### config.mk
export PLATFORM = sky130hd
export DESIGN_NAME = mag_arbiter_ctrl
export DESIGN_NICKNAME = d
export VERILOG_FILES = /design/src/rtl/mag_pkg.sv /design/src/rtl/mag_isqrt_seq.sv /design/src/rtl/mag_arbiter_ctrl.sv
export SDC_FILE = /design/constraint.sdc
export NUM_CORES = 1
export LEC_CHECK = 0
export ABC_AREA = 0
export CAP_MARGIN = 20
export CORE_ASPECT_RATIO = 1.4
export CORE_MARGIN = 2
export CORE_UTILIZATION = 51
export DETAILED_ROUTE_END_ITERATION = 7
export PLACE_DENSITY_LB_ADDON = 0.08
export SYNTH_ARGS = -nofsm -noshare
export SYNTH_HDL_FRONTEND = slang
export SYNTH_SLANG_ARGS = --single-unit
### constraint.sdc
create_clock -name clk -period 18.1 [get_ports clk]
set_input_delay 3.62 -clock clk [delete_from_list [all_inputs] [get_ports clk]]
set_output_delay 3.62 -clock clk [all_outputs]
set_load 0.02 [all_outputs]
### src/rtl/mag_pkg.sv
// Shared types and default widths for the magnitude arbiter slice.
package mag_pkg;

    localparam int unsigned DEF_NREQ = 2;
    localparam int unsigned DEF_DW   = 8;

    // Widths derived from the default configuration.
    localparam int unsigned SUM_W  = 2 * DEF_DW + 1;
    localparam int unsigned ROOT_W = DEF_DW + 1;
    localparam int unsigned ID_W   = (DEF_NREQ > 1) ? $clog2(DEF_NREQ) : 1;

    typedef enum logic [1:0] {
        StIdle,
        StSquare,
        StRoot,
        StResp
    } mag_state_e;

endpackage

### src/rtl/mag_isqrt_seq.sv
// Restoring bit-serial integer square root, one result bit per enabled cycle, MSB first.
// Optional build macro MAG_ROUND_EN: round the final result to nearest instead of floor.
module mag_isqrt_seq
    import mag_pkg::*;
#(
    parameter int unsigned DW = DEF_DW
) (
    input  logic          clk,
    input  logic          rst_n,
    input  logic          ena,
    input  logic          start,
    input  logic [2*DW:0] sum,
    output logic          done,
    output logic [DW:0]   root
);

    localparam int unsigned SumW  = 2 * DW + 1;
    localparam int unsigned RootW = DW + 1;
    localparam int unsigned SqW   = 2 * RootW;
    localparam int unsigned KW    = $clog2(RootW);

    logic             active_q, active_d;
    logic [KW-1:0]    k_q, k_d;
    logic [SumW-1:0]  sum_q, sum_d;
    logic [RootW-1:0] root_q, root_d;

    logic [RootW-1:0] trial;
    logic [SqW-1:0]   trial_sq;
    logic [RootW-1:0] root_step;
    logic [RootW-1:0] root_fin;
`ifdef MAG_ROUND_EN
    logic [SqW-1:0]   rem;
`endif

    // Trial compare for the current bit; root_fin is only consumed on the last step.
    always_comb begin
        trial     = root_q | (RootW'(1) << k_q);
        trial_sq  = SqW'(trial) * SqW'(trial);
        root_step = (trial_sq <= SqW'(sum_q)) ? trial : root_q;
`ifdef MAG_ROUND_EN
        // root_step^2 <= sum always holds, so the remainder cannot underflow.
        rem      = SqW'(sum_q) - SqW'(root_step) * SqW'(root_step);
        root_fin = (rem > SqW'(root_step)) ? root_step + RootW'(1) : root_step;
`else
        root_fin = root_step;
`endif
    end

    assign done = active_q && (k_q == '0);
    assign root = root_fin;

    // Next-state: load on start, then walk k from DW down to 0.
    always_comb begin
        active_d = active_q;
        k_d      = k_q;
        sum_d    = sum_q;
        root_d   = root_q;
        if (ena) begin
            if (start) begin
                active_d = 1'b1;
                k_d      = KW'(DW);
                sum_d    = sum;
                root_d   = '0;
            end else if (active_q) begin
                root_d = root_step;
                if (k_q == '0) begin
                    active_d = 1'b0;
                end else begin
                    k_d = k_q - KW'(1);
                end
            end
        end
    end

    // State registers with synchronous reset.
    always_ff @(posedge clk) begin
        if (!rst_n) begin
            active_q <= 1'b0;
            k_q      <= '0;
            sum_q    <= '0;
            root_q   <= '0;
        end else begin
            active_q <= active_d;
            k_q      <= k_d;
            sum_q    <= sum_d;
            root_q   <= root_d;
        end
    end

endmodule

### src/rtl/mag_arbiter_ctrl.sv
// Round-robin front end sharing one iterative sqrt(x^2 + y^2) unit between NREQ requesters.
// Optional build macro MAG_ROUND_EN (passed to mag_isqrt_seq): round-to-nearest result.
module mag_arbiter_ctrl
    import mag_pkg::*;
#(
    parameter int unsigned  NREQ = DEF_NREQ,
    parameter int unsigned  DW   = DEF_DW,
    localparam int unsigned IdW  = (NREQ > 1) ? $clog2(NREQ) : 1
) (
    input  logic               clk,
    input  logic               rst_n,
    input  logic               ena,
    input  logic [NREQ-1:0]    req_valid,
    output logic [NREQ-1:0]    req_ready,
    input  logic [NREQ*DW-1:0] req_x,
    input  logic [NREQ*DW-1:0] req_y,
    output logic               rsp_valid,
    input  logic               rsp_ready,
    output logic [DW:0]        rsp_mag,
    output logic [IdW-1:0]     rsp_id,
    output logic               busy
);

    localparam int unsigned SumW  = 2 * DW + 1;
    localparam int unsigned RootW = DW + 1;

    mag_state_e       state_q, state_d;
    logic [IdW-1:0]   rr_last_q, rr_last_d;
    logic [IdW-1:0]   id_q, id_d;
    logic [DW-1:0]    x_q, x_d, y_q, y_d;
    logic [RootW-1:0] mag_q, mag_d;

    logic [NREQ-1:0]  grant;
    logic             gnt_found;
    logic [IdW-1:0]   gnt_id;
    logic [DW-1:0]    sel_x, sel_y;
    int unsigned      idx;
    logic [SumW-1:0]  sq_sum;
    logic             root_start;
    logic             root_done;
    logic [RootW-1:0] root_val;

    // Rotating priority search starting just above the last served requester.
    always_comb begin
        grant     = '0;
        gnt_found = 1'b0;
        gnt_id    = '0;
        idx       = 0;
        for (int unsigned off = 1; off <= NREQ; off++) begin
            idx = 32'(rr_last_q) + off;
            if (idx >= NREQ) begin
                idx = idx - NREQ;
            end
            if (!gnt_found && req_valid[IdW'(idx)]) begin
                gnt_found           = 1'b1;
                gnt_id              = IdW'(idx);
                grant[IdW'(idx)]    = 1'b1;
            end
        end
    end

    // Operand mux for the granted requester.
    always_comb begin
        sel_x = '0;
        sel_y = '0;
        for (int unsigned i = 0; i < NREQ; i++) begin
            if (grant[i]) begin
                sel_x = req_x[i*DW +: DW];
                sel_y = req_y[i*DW +: DW];
            end
        end
    end

    assign req_ready  = (state_q == StIdle && ena) ? grant : '0;
    assign sq_sum     = SumW'(x_q) * SumW'(x_q) + SumW'(y_q) * SumW'(y_q);
    assign root_start = (state_q == StSquare);

    mag_isqrt_seq #(
        .DW (DW)
    ) u_isqrt (
        .clk   (clk),
        .rst_n (rst_n),
        .ena   (ena),
        .start (root_start),
        .sum   (sq_sum),
        .done  (root_done),
        .root  (root_val)
    );

    // FSM next-state and job register updates; nothing advances while ena is low.
    always_comb begin
        state_d   = state_q;
        rr_last_d = rr_last_q;
        id_d      = id_q;
        x_d       = x_q;
        y_d       = y_q;
        mag_d     = mag_q;
        if (ena) begin
            unique case (state_q)
                StIdle: begin
                    if (gnt_found) begin
                        state_d   = StSquare;
                        x_d       = sel_x;
                        y_d       = sel_y;
                        id_d      = gnt_id;
                        rr_last_d = gnt_id;
                    end
                end
                StSquare: state_d = StRoot;
                StRoot: begin
                    if (root_done) begin
                        state_d = StResp;
                        mag_d   = root_val;
                    end
                end
                StResp: begin
                    if (rsp_ready) begin
                        state_d = StIdle;
                    end
                end
                default: state_d = StIdle;
            endcase
        end
    end

    // State register; reset abandons any job in flight.
    always_ff @(posedge clk) begin
        if (!rst_n) begin
            state_q   <= StIdle;
            rr_last_q <= IdW'(NREQ - 1);
            id_q      <= '0;
            x_q       <= '0;
            y_q       <= '0;
            mag_q     <= '0;
        end else begin
            state_q   <= state_d;
            rr_last_q <= rr_last_d;
            id_q      <= id_d;
            x_q       <= x_d;
            y_q       <= y_d;
            mag_q     <= mag_d;
        end
    end

    assign rsp_valid = (state_q == StResp);
    assign rsp_mag   = mag_q;
    assign rsp_id    = id_q;
    assign busy      = (state_q != StIdle);

endmodule
==> out/results.ini <==
[global_routing]
grt_overflow = 0
grt_max_degree = 62
grt_pass1_vias = 6818
grt_first_pass_wirelength_um = 32000
antenna_found_initial = 0
grtUsageTotal = 0.224

[drt]
dr.pass1.iters = 4
drc = 0
drtAntennaViolNets = 0
viasPerCell = 5.26
wire_per_inst_um = 15.1
vias = 6634
drtIter0Drc = 260
wl_um = 19100

[clock_network]
clk_pin_slew_ps = 50
hold_buffers = 0
cts_buffer_depth = 2
cts-buffers-inserted = 9
clkLatencyLatePin_ps = 340
cts_tree = built
htree_levels = 3
cts_resized = 0
post_cts_buffers = 0
root_buffer = clkbuf_16
cts.sinks = 60

[finish]
finalInstanceArea_mm2 = 0.00960
fin_cells = 1261
drive_gt1_frac = 0.0406
num_antenna_cells = 0
nets = 1317
syn_to_final_growth_pct = 10.6

[synthesis]
netlist_top_cells_count = inv_1 (212), ha_1 (116), fa_1 (110)
synth_flop_cell = dfxtp_1
async_flop_share = 0
synth_fp_nets = 1281
synth_cell_type_count = 60
postSynthCellCount = 1017
syn_avg_cell_area_um2 = 8.54
synth_most_common_cell = inv_1
yosysWarnings = 0
synth_edf_count = 0
ys_seq_elements = 60
yosysTopAreaCell = fa_1
seq_area_frac_synth = 0.138
yosysTopAreaCellShare = 0.254
syn-cell-area_mm2 = 0.00868
yosys-top-cells-area = fa_1 (25%), ha_1 (17%), dfxtp_1 (14%)

[timing]
clock.fmax_mhz = 106
tightestPinTransition_ps = 1100
finalCriticalPeriod_ps = 9410
setup_violations = 0
hold_viol_final = 0
slew-limit-headroom = 0.269
setup_tns_ps = 0
rsz0062_at_grt = false
maxSlewViolCount = 0
period_share = 0.520
skew_ps = 12.8

[floorplan]
die_x_um = 114
coreArea_mm2 = 0.0167
die_h_um = 158
design.die.area_mm2 = 0.0181
std_cell_rows = 56
num_io_pins = 52
initial_core_util = 0.518

[placed_design]
place_inst = 1242
port_buffers = 51
post-dp-hpwl_um = 16400
place_area_mm2 = 0.00930
place_congestion = 0.861

[power_and_ir_drop]
peakVddDrop_mv = 0.0390
leakage_nw = 4.90
powerDensity_mw_per_mm2 = 52.8

[worst_setup_path]
arrival_ps = 5790
required_ps = 14480
path_class = primary input to output pin
end_kind = output pin
start_kind = primary input
worstPathMaxFanout = 10

[flow_run]
drv_cap = 0

[status]
status = finished clean

[worst_hold_path]
hold_path_class = flip-flop to flip-flop

## sequential cells by signal (all words and copies together), names as in the netlist
signal and count:
y_q 8, rr_last_q 1, u_isqrt.sum_q 17, rsp_mag 9, u_isqrt.k_q 4, u_isqrt.active_q 1
u_isqrt.root_q 9, x_q 8, rsp_id 1, state_q 2
## layout by cell type (no fill, tap or decap), drive strengths merged, types with 3 or more instances in the layout
master         count
nand4              9
a31o               3
a21boi            15
or2                5
and3              12
o21a               8
nand2             95
a221o              5
ha               116
nand3             17
nor2b             18
clkinv             5
o211ai             5
or3                5
nor3b             13
nor2              59
a221oi            11
buf                4
fa               110
dfxtp             60
inv              214
xor2               8
o31ai              3
nand2b             4
a211oi             7
a31oi              6
clkdlybuf4s50     50
xnor2             21
a21o              10
clkbuf             9
a21oi             34
o21bai             3
nor3               8
o21ai             40
and2              42
## final cells by class
type                    count  area (um^2)
fillers                  1586         7150
multi-input cells         714         6530
flip-flops and latches     60         1200
inverters                 214          803
repair buffers             54          532
well taps                 203          254
clock buffers               9          225
clock inverters             7         51.3
## metal layers
| metal | GRT usage | share of wire | vias to the layer above |
|---|---|---|---|
| li1 | - | - | 3336 |
| met1 | 0.238 | 0.39 | 3195 |
| met2 | 0.455 | 0.57 | 77 |
| met3 | 0.0202 | 0.015 | 26 |
| met4 | 0.0720 | 0.022 | 0 |
| met5 | 0 | 0 | - |
## logic make-up after synthesis
kind of cell	after synthesis	share of synthesized area
AOI/OAI and AO/OA	164	0.131
xor gates and xnor gates	29	0.0293
adders and majority gates	226	0.421
buffers and inverters	243	0.109
DFF	60	0.138
muxes	2	0.00231
and+or+nand+nor	293	0.169
## metrics by stage
| stage | total power, mW | hold WS [ps] | util | worst slack, ps |
|---|---|---|---|---|
| floorplan | 0.300 | 438 | - | 10050 |
| global placement | 0.350 | 451 | 0.555 | 8510 |
| detailed placement | 0.354 | 457 | 0.555 | 8460 |
| CTS | 0.513 | 464 | 0.572 | 8460 |
| global route | 0.547 | 481 | 0.573 | 8600 |
| finish | 0.507 | 464 | 0.573 | 8690 |
## final timing paths
path                                      start                             end  slack (ps)  cells after the start
hold / removal    u_isqrt.sum_q[1]$_SDFFE_PN0P_   u_isqrt.sum_q[1]$_SDFFE_PN0P_         460                      2
setup reg to reg    u_isqrt.k_q[0]$_SDFFE_PN0P_  u_isqrt.root_q[8]$_SDFFE_PN0P_       10730                     26
setup / recovery                   req_valid[1]                    req_ready[1]        8690                      5
hold reg to reg   u_isqrt.sum_q[1]$_SDFFE_PN0P_   u_isqrt.sum_q[1]$_SDFFE_PN0P_         460                      2
## where the power goes
group | internal (mW) | switching, mW | leakage [nW]
clock | 0.0929 | 0.0660 | 0.132
combinational | 0.0848 | 0.107 | 4.28
sequential | 0.141 | 0.0157 | 0.488
## worst max-delay path, cell delays in order
cell             delay, ps
clkdlybuf4s50_1        490
a21boi_1               470
buf_4                  270
nor2b_1                270
clkdlybuf4s50_1        670
(Power assumes the default switching activity.)
